$ cat config.mk
export PLATFORM = sky130hd
export DESIGN_NAME = vga_scan_out
export DESIGN_NICKNAME = d
export VERILOG_FILES = /design/src/rtl/vga_pkg.sv /design/src/rtl/vga_delay_line.sv /design/src/rtl/vga_scan_out.sv
export SDC_FILE = /design/constraint.sdc
export NUM_CORES = 1
export LEC_CHECK = 0
export ABC_AREA = 1
export ABC_CLOCK_PERIOD_IN_PS = 1670
export CORE_ASPECT_RATIO = 0.7
export CORE_MARGIN = 2
export CORE_UTILIZATION = 30
export DETAILED_ROUTE_END_ITERATION = 6
export GPL_TIMING_DRIVEN = 0
export PLACE_DENSITY_LB_ADDON = 0.1
export SLEW_MARGIN = 20
export SYNTH_ARGS = -nofsm -noshare
export SYNTH_HDL_FRONTEND = slang
export SYNTH_SLANG_ARGS = --single-unit
$ cat constraint.sdc
create_clock -name CLOCK_25 -period 1.67 [get_ports CLOCK_25]
set_clock_uncertainty 0.1 [all_clocks]
set_input_delay 0.167 -clock CLOCK_25 [delete_from_list [all_inputs] [get_ports CLOCK_25]]
set_output_delay 0.167 -clock CLOCK_25 [all_outputs]
set_load 0.03 [all_outputs]
$ cat src/rtl/vga_pkg.sv
`default_nettype none
// ----------------------------------------------------------------------------
// vga_pkg : 640x480@60 timing defaults and shared widths        Rev 1.0
// ----------------------------------------------------------------------------
package vga_pkg;

  localparam int H_VISIBLE = 640;
  localparam int H_FRONT   = 16;
  localparam int H_SYNC    = 96;
  localparam int H_BACK    = 48;
  localparam int H_TOTAL   = H_VISIBLE + H_FRONT + H_SYNC + H_BACK;

  localparam int V_VISIBLE = 480;
  localparam int V_FRONT   = 10;
  localparam int V_SYNC    = 2;
  localparam int V_BACK    = 33;
  localparam int V_TOTAL   = V_VISIBLE + V_FRONT + V_SYNC + V_BACK;

  localparam int COORD_W   = 10;
  localparam int COLOR_W   = 8;

endpackage
`default_nettype wire

$ cat src/rtl/vga_delay_line.sv
`default_nettype none
// ----------------------------------------------------------------------------
// vga_delay_line : DEPTH x WIDTH shift register, per-bit reset value  Rev 1.0
// ----------------------------------------------------------------------------
module vga_delay_line #(
  parameter int              DEPTH   = 1,
  parameter int              WIDTH   = 1,
  parameter logic [WIDTH-1:0] RST_VAL = '0
) (
  input  logic             clk,
  input  logic             rst_n,
  input  logic [WIDTH-1:0] i_d,
  output logic [WIDTH-1:0] o_q
);

  logic [WIDTH-1:0] r_stage [DEPTH];

  always_ff @(posedge clk or negedge rst_n) begin
    if (!rst_n) begin
      for (int i = 0; i < DEPTH; i++) r_stage[i] <= RST_VAL;
    end else begin
      r_stage[0] <= i_d;
      for (int i = 1; i < DEPTH; i++) r_stage[i] <= r_stage[i-1];
    end
  end

  assign o_q = r_stage[DEPTH-1];

endmodule
`default_nettype wire

$ cat src/rtl/vga_scan_out.sv
`default_nettype none
// ----------------------------------------------------------------------------
// vga_scan_out : scan counters, sync decode and RGB alignment to DAC  Rev 1.0
// ----------------------------------------------------------------------------
module vga_scan_out
  import vga_pkg::*;
#(
  parameter int H_VISIBLE = vga_pkg::H_VISIBLE,
  parameter int H_FRONT   = vga_pkg::H_FRONT,
  parameter int H_SYNC    = vga_pkg::H_SYNC,
  parameter int H_BACK    = vga_pkg::H_BACK,
  parameter int V_VISIBLE = vga_pkg::V_VISIBLE,
  parameter int V_FRONT   = vga_pkg::V_FRONT,
  parameter int V_SYNC    = vga_pkg::V_SYNC,
  parameter int V_BACK    = vga_pkg::V_BACK,
  parameter int PIX_LAT   = 1
) (
  input  logic               CLOCK_25,
  input  logic               reset,
  input  logic [COLOR_W-1:0] R_in,
  input  logic [COLOR_W-1:0] G_in,
  input  logic [COLOR_W-1:0] B_in,
  output logic [COORD_W-1:0] next_x,
  output logic [COORD_W-1:0] next_y,
  output logic               req_active,
  output logic               frame_start,
  output logic               VGA_HS,
  output logic               VGA_VS,
  output logic               VGA_BLANK_N,
  output logic               VGA_SYNC_N,
  output logic [COLOR_W-1:0] VGA_R,
  output logic [COLOR_W-1:0] VGA_G,
  output logic [COLOR_W-1:0] VGA_B,
  output logic               VGA_CLK
);

  localparam logic [COORD_W-1:0] c_H_VIS   = COORD_W'(H_VISIBLE);
  localparam logic [COORD_W-1:0] c_H_MAX   = COORD_W'(H_VISIBLE + H_FRONT + H_SYNC + H_BACK - 1);
  localparam logic [COORD_W-1:0] c_HS_BEG  = COORD_W'(H_VISIBLE + H_FRONT);
  localparam logic [COORD_W-1:0] c_HS_END  = COORD_W'(H_VISIBLE + H_FRONT + H_SYNC);
  localparam logic [COORD_W-1:0] c_V_VIS   = COORD_W'(V_VISIBLE);
  localparam logic [COORD_W-1:0] c_V_MAX   = COORD_W'(V_VISIBLE + V_FRONT + V_SYNC + V_BACK - 1);
  localparam logic [COORD_W-1:0] c_VS_BEG  = COORD_W'(V_VISIBLE + V_FRONT);
  localparam logic [COORD_W-1:0] c_VS_END  = COORD_W'(V_VISIBLE + V_FRONT + V_SYNC);

  generate
    if (PIX_LAT < 1 || PIX_LAT > 4) begin : g_pix_lat_check
      $error("vga_scan_out: PIX_LAT must be within 1..4");
    end
  endgenerate

  logic [COORD_W-1:0] r_h_cnt;
  logic [COORD_W-1:0] r_v_cnt;
  logic               w_h_last;
  logic               w_v_last;
  logic               w_hs_raw;
  logic               w_vs_raw;
  logic [2:0]         w_dly;

  assign w_h_last = (r_h_cnt == c_H_MAX);
  assign w_v_last = (r_v_cnt == c_V_MAX);

  // Wrap by compare so the counters never reach the line/frame totals.
  always_ff @(posedge CLOCK_25 or negedge reset) begin
    if (!reset) begin
      r_h_cnt <= '0;
      r_v_cnt <= '0;
    end else if (w_h_last) begin
      r_h_cnt <= '0;
      r_v_cnt <= w_v_last ? '0 : r_v_cnt + 1'b1;
    end else begin
      r_h_cnt <= r_h_cnt + 1'b1;
    end
  end

  assign next_x      = r_h_cnt;
  assign next_y      = r_v_cnt;
  assign req_active  = (r_h_cnt < c_H_VIS) && (r_v_cnt < c_V_VIS);
  assign frame_start = (r_h_cnt == '0) && (r_v_cnt == '0);

  assign w_hs_raw = !((r_h_cnt >= c_HS_BEG) && (r_h_cnt < c_HS_END));
  assign w_vs_raw = !((r_v_cnt >= c_VS_BEG) && (r_v_cnt < c_VS_END));

  // Timing is held back by the responder latency so it meets its colour.
  vga_delay_line #(
    .DEPTH   (PIX_LAT),
    .WIDTH   (3),
    .RST_VAL (3'b110)
  ) u_dly (
    .clk   (CLOCK_25),
    .rst_n (reset),
    .i_d   ({w_hs_raw, w_vs_raw, req_active}),
    .o_q   (w_dly)
  );

  always_ff @(posedge CLOCK_25 or negedge reset) begin
    if (!reset) begin
      VGA_HS      <= 1'b1;
      VGA_VS      <= 1'b1;
      VGA_BLANK_N <= 1'b0;
      VGA_R       <= '0;
      VGA_G       <= '0;
      VGA_B       <= '0;
    end else begin
      VGA_HS      <= w_dly[2];
      VGA_VS      <= w_dly[1];
      VGA_BLANK_N <= w_dly[0];
      VGA_R       <= w_dly[0] ? R_in : '0;
      VGA_G       <= w_dly[0] ? G_in : '0;
      VGA_B       <= w_dly[0] ? B_in : '0;
    end
  end

  assign VGA_SYNC_N = 1'b1;
  assign VGA_CLK    = ~CLOCK_25;

endmodule
`default_nettype wire
Word level (Yosys, flattened, before mapping):

Index checks and enable logic that the tools add are counted.
W data, S select, Z words.

* add/sub/neg operators: 2
* $lt $le $gt $ge: 6
* eq/ne operators: 2
* mux-type cells: 5
* bitwise gates (word level): 1
* reductions and logical operators: 8

Operators with widths (count)
* $mux W8: 3
* $add A10 B1 Y10 const B: 2
* $eq A10 B10 Y1 const B: 2
* $logic_not A10 Y1: 2
* $lt A10 B10 Y1 const B: 2
* $lt A10 B9 Y1 const B: 2
* $mux W10: 2
* $ge A10 B10 Y1 const B: 1
* $ge A10 B9 Y1 const B: 1
* $logic_and A1 B1 Y1: 4
* $logic_not A1 Y1: 2
* $not A1 Y1: 1

* bits in registers: 50
* output and inout port bits: 51
* word-level logic and storage cells: 33

Longest topological paths before layout:

* depth in word-level cells: 3
* depth in mapped cells: 8
* gate-level depth less buffers: 8

Hierarchy:

A second synthesis with hierarchy kept.

* cell total of the unflattened synthesis: 246
* area, all modules: 2240.9 um^2

By module, submodules not included
* vga_scan_out: times used 1, cells each 243, area an instance 2163.3 um^2
* vga_delay_line: times used 1, cells each 3, area an instance 77.6 um^2

==> run_results.csv <==
group,metric,value,unit
status,status,"finished, violations left",
status,failed_checks,"negative setup slack",
final_layout,multi_input_area,759,um^2
worst_setup_path,reg2reg_depth,6,
timing,layout_min_cycle_time,1.73,ns
synth,synth.distinct_cells,28,
floorplanning,die-height,75.4,um
worst_setup_path,r2r_end,"next_y[7]",
floorplanning,row_count,25,
clock_network,clock_path_buffers,2,
placed_design,place_hpwl,3680,um
synth,synthTopCellsByArea,"dfrtp_1, nand2_1, inv_1",
placed_design,pre_cts_ws,-0.404,ns
drt,vias_per_cell,4.21,
flow_run,cap_violations,0,
power_and_ir_drop,power_frac_seq,54.6,%
power_and_ir_drop,cellPowerDensity,704,nW/um^2
floorplanning,io_pins,77,
worst_setup_path,critPathTopFamily,"simple AND/OR/NAND/NOR gates",
power_and_ir_drop,combinationalPowerShare,10.2,%
placed_design,place_inst,413,
power_and_ir_drop,swShare,26.5,%
final_layout,final_area,3240,um^2
grt,track_usage,13.1,%
worst_setup_path,worstPathRequired,1.40,ns
hold_path,min_from,"u_dly.o_q[2]",
final_layout,instances_no_fill,429,
timing,worst_slack,-0.0621,ns
clock_network,cts_buffers,5,
worst_setup_path,rrSetupSlack,0.07,ns
hold_path,holdPathStages,0,
grt,grt_remaining_overflow,0,
floorplanning,die_area,7990,um^2
timing,rsz0062_at_grt,"true",
worst_setup_path,start_kind,"flop",
power_and_ir_drop,ir_worst_vdd,399,uV
grt,grt_max_degree,51,
synth,yosysWarnings,0,
final_layout,seq_area,1270,um^2
final_layout,antennaDiodeCount,0,
worst_setup_path,critical_path.max_stage_delay,0.48,ns
final_layout,layout.nets,364,
hold_path,holdPathEnd,"VGA_HS",
power_and_ir_drop,switchingPower,0.605,mW
timing,drv_slew,0,
power_and_ir_drop,power_frac_clock,35.2,%
timing,setup_viol_count_final,1,
worst_setup_path,crit_path_top_delay_cell,"dfrtp_2",
floorplanning,die_x,106,um
worst_setup_path,crit_buf_inv,1,
drt,ant_nets,0,
synth,synth-seq-cells,50,
hold_path,worstHoldPathType,"flop to flop",
grt,antenna_found_initial,0,
drt,remaining_drc_errors,0,
synth,syn_avg_cell_area,8.95,um^2
power_and_ir_drop,p_leak,1.73,nW
worst_setup_path,crit_path_start,"next_x[7]",
drt,wl_per_cell,12.2,um
final_layout,drive_gt1_share,15.8,%
timing,hold_viol,0,
timing,worstMarginPinSlew,0.638,ns
drt,vias,1806,
clock_network,clkTransAtPathRegs,0.10,ns
final_layout,fillers,702,
synth,synth_largest_area_cell,"dfrtp_1",
power_and_ir_drop,p_int,1.68,mW
placed_design,dpl_cell_area,3060,um^2
grt,grt_pass1_wl,8200,um
timing,slew_headroom,57.5,%
synth,synth_area,2180,um^2
synth,netlist.area_leader.share,52.7,%
timing,fmax,577,MHz
final_layout,area_growth,48.5,%
worst_setup_path,crit-reg2reg-launch,"next_x[0]",
clock_network,insertion_delay,0.29,ns
synth,syn_nets,274,
floorplanning,initial_core_util,31.6,%
synth,ys_seq_area_share,57.5,%
clock_network,cts-htree-levels,2,
worst_setup_path,crit_path_cell_trace,"nor2_4, nand4_1, nor4_4, buf_6",
timing,hold_ws,0.261,ns
floorplanning,core-area,6910,um^2
placed_design,port_buffers,75,
worst_setup_path,cp_max_fo,6,
timing,post-route-period-util,104,%
placed_design,gp_congestion,0.868,
clock_network,cts_root_buf,"clkbuf_8",
worst_setup_path,crit_path_end_kind,"output pin",
worst_setup_path,cp.arrival,1.47,ns
drt,firstDrtPassIters,4,
synth,netlist_instances,244,
grt,grt_pass1_vias,1642,
drt,routed_wl,5220,um
worst_setup_path,critical_path_class,"flop to output pin",
drt,dr.first_iter.drc_count,34,
clock_network,cts_tree,"yes",
-- registers in the layout, indices dropped and copies added (netlist names) --
| signal | cells |
|---|---|
| next_x | 10 |
| VGA_G | 8 |
| VGA_B | 8 |
| VGA_BLANK_N | 1 |
| VGA_HS | 1 |
| next_y | 10 |
| VGA_R | 8 |
| u_dly.o_q | 3 |
| VGA_VS | 1 |
-- worst register-to-register path, delay by kind of cell (launching register included) --
kind / cells / cell delay (ns)
AND/OR/NAND/NOR: 4 / 0.64
flip-flops: 1 / 0.42
adder cells (fa/ha/maj): 1 / 0.23
XOR/XNOR: 1 / 0.15
-- worst max path at each step --
stage	to	slack, ns	depth (start not counted)
6_report	frame_start	-0.06	4
5_1_grt	frame_start	-0.18	4
4_1_cts	frame_start	-0.08	5
3_5_place_dp	frame_start	-0.40	5
3_3_place_gp	VGA_G[2]	-1.26	1
2_1_floorplan	next_y[2]	0.0001	8
-- power groups by stage --
stage	sequential [mW]	clock, mW	combinational [mW]
final	1.25	0.803	0.232
after global routing	1.25	0.905	0.251
after CTS	1.25	0.846	0.238
after detailed placement	1.27	0.108	0.235
after global placement	1.27	0.108	0.234
after floorplan	1.33	0.0623	0.0258
-- Yosys cell counts, drive strengths merged --
master	number
nand2	56
inv	51
dfrtp	46
nor2	26
nand3	16
nand4	9
o21ai	7
a21oi	6
xor2	5
dfstp	4
ha	4
buf	3
nor3	3
clkbuf	2
xnor2	2
a211o	1
conb	1
nor4	1
or2	1
-- area by class of cell --
class | instances | share of cell area (%)
flip-flops and latches | 50 | 39.1
repair buffers | 82 | 24.0
multi-input cells | 138 | 23.4
inverters | 50 | 5.79
well taps | 94 | 3.63
clock buffers | 6 | 2.35
plain buffers | 5 | 1.04
clock inverters | 4 | 0.733
-- per-stage QoR --
| stage | utilization (%) | power (mW) | TNS [ns] |
|---|---|---|---|
| after floorplan | - | 1.42 | 0 |
| after global placement | 44.4 | 1.61 | -61.08 |
| after detailed placement | 44.3 | 1.61 | -0.716 |
| after CTS | 46.0 | 2.33 | -0.0840 |
| after global routing | 46.9 | 2.41 | -0.350 |
| final | 46.9 | 2.28 | -0.0621 |
-- per-layer routing --
layer	vias up	track usage, %	share of wire (%)
met2	35	20.1	47
met1	851	19.1	48
met5	-	0	0
li1	918	-	-
met3	2	3.34	4.2
met4	0	2.49	0.40
-- what timing repair did --
| item | 4_1_cts | 5_1_grt |
|---|---|---|
| setup endpoints to repair | 22 | 15 |
| gates resized for setup | 51 | 10 |
| pin swaps | 1 | 1 |
| hold buffers | 1 | 0 |
| hold endpoints to repair | 46 | 0 |
| setup buffers | 2 | 5 |
| cloned | 0 | 0 |
-- logic make-up after synthesis --
kind of cell             count (synthesis)  synth area share [%]
AND/OR/NAND/NOR                        112                  23.5
buffers and inverters                   56                  10.3
flip-flops                              50                  57.5
AO/OA/AOI/OAI                           14                  3.38
XOR/XNOR                                 7                  2.81
adder cells (fa/ha/maj)                  4                  2.29
other                                    1                 0.172
-- cells in the final DEF, fill, tap and decap left out, types with 3 or more instances in the layout --
master / netlist / final
nand2_1: 54 / 53
clkdlybuf4s50_1: 0 / 50
inv_1: 50 / 48
dfrtp_1: 46 / 38
dlygate4sd2_1: 0 / 20
nor2_1: 23 / 19
nand3_1: 15 / 13
buf_4: 2 / 11
nand4_1: 9 / 9
dfrtp_2: 0 / 8
a21oi_1: 6 / 6
o21ai_0: 6 / 6
xor2_1: 5 / 5
clkbuf_8: 0 / 5
dfstp_2: 4 / 4
nor2_2: 1 / 4
nor3_1: 3 / 3
inv_2: 1 / 3
nand3_2: 1 / 3
Note: power is estimated with default switching activity, not from simulation.
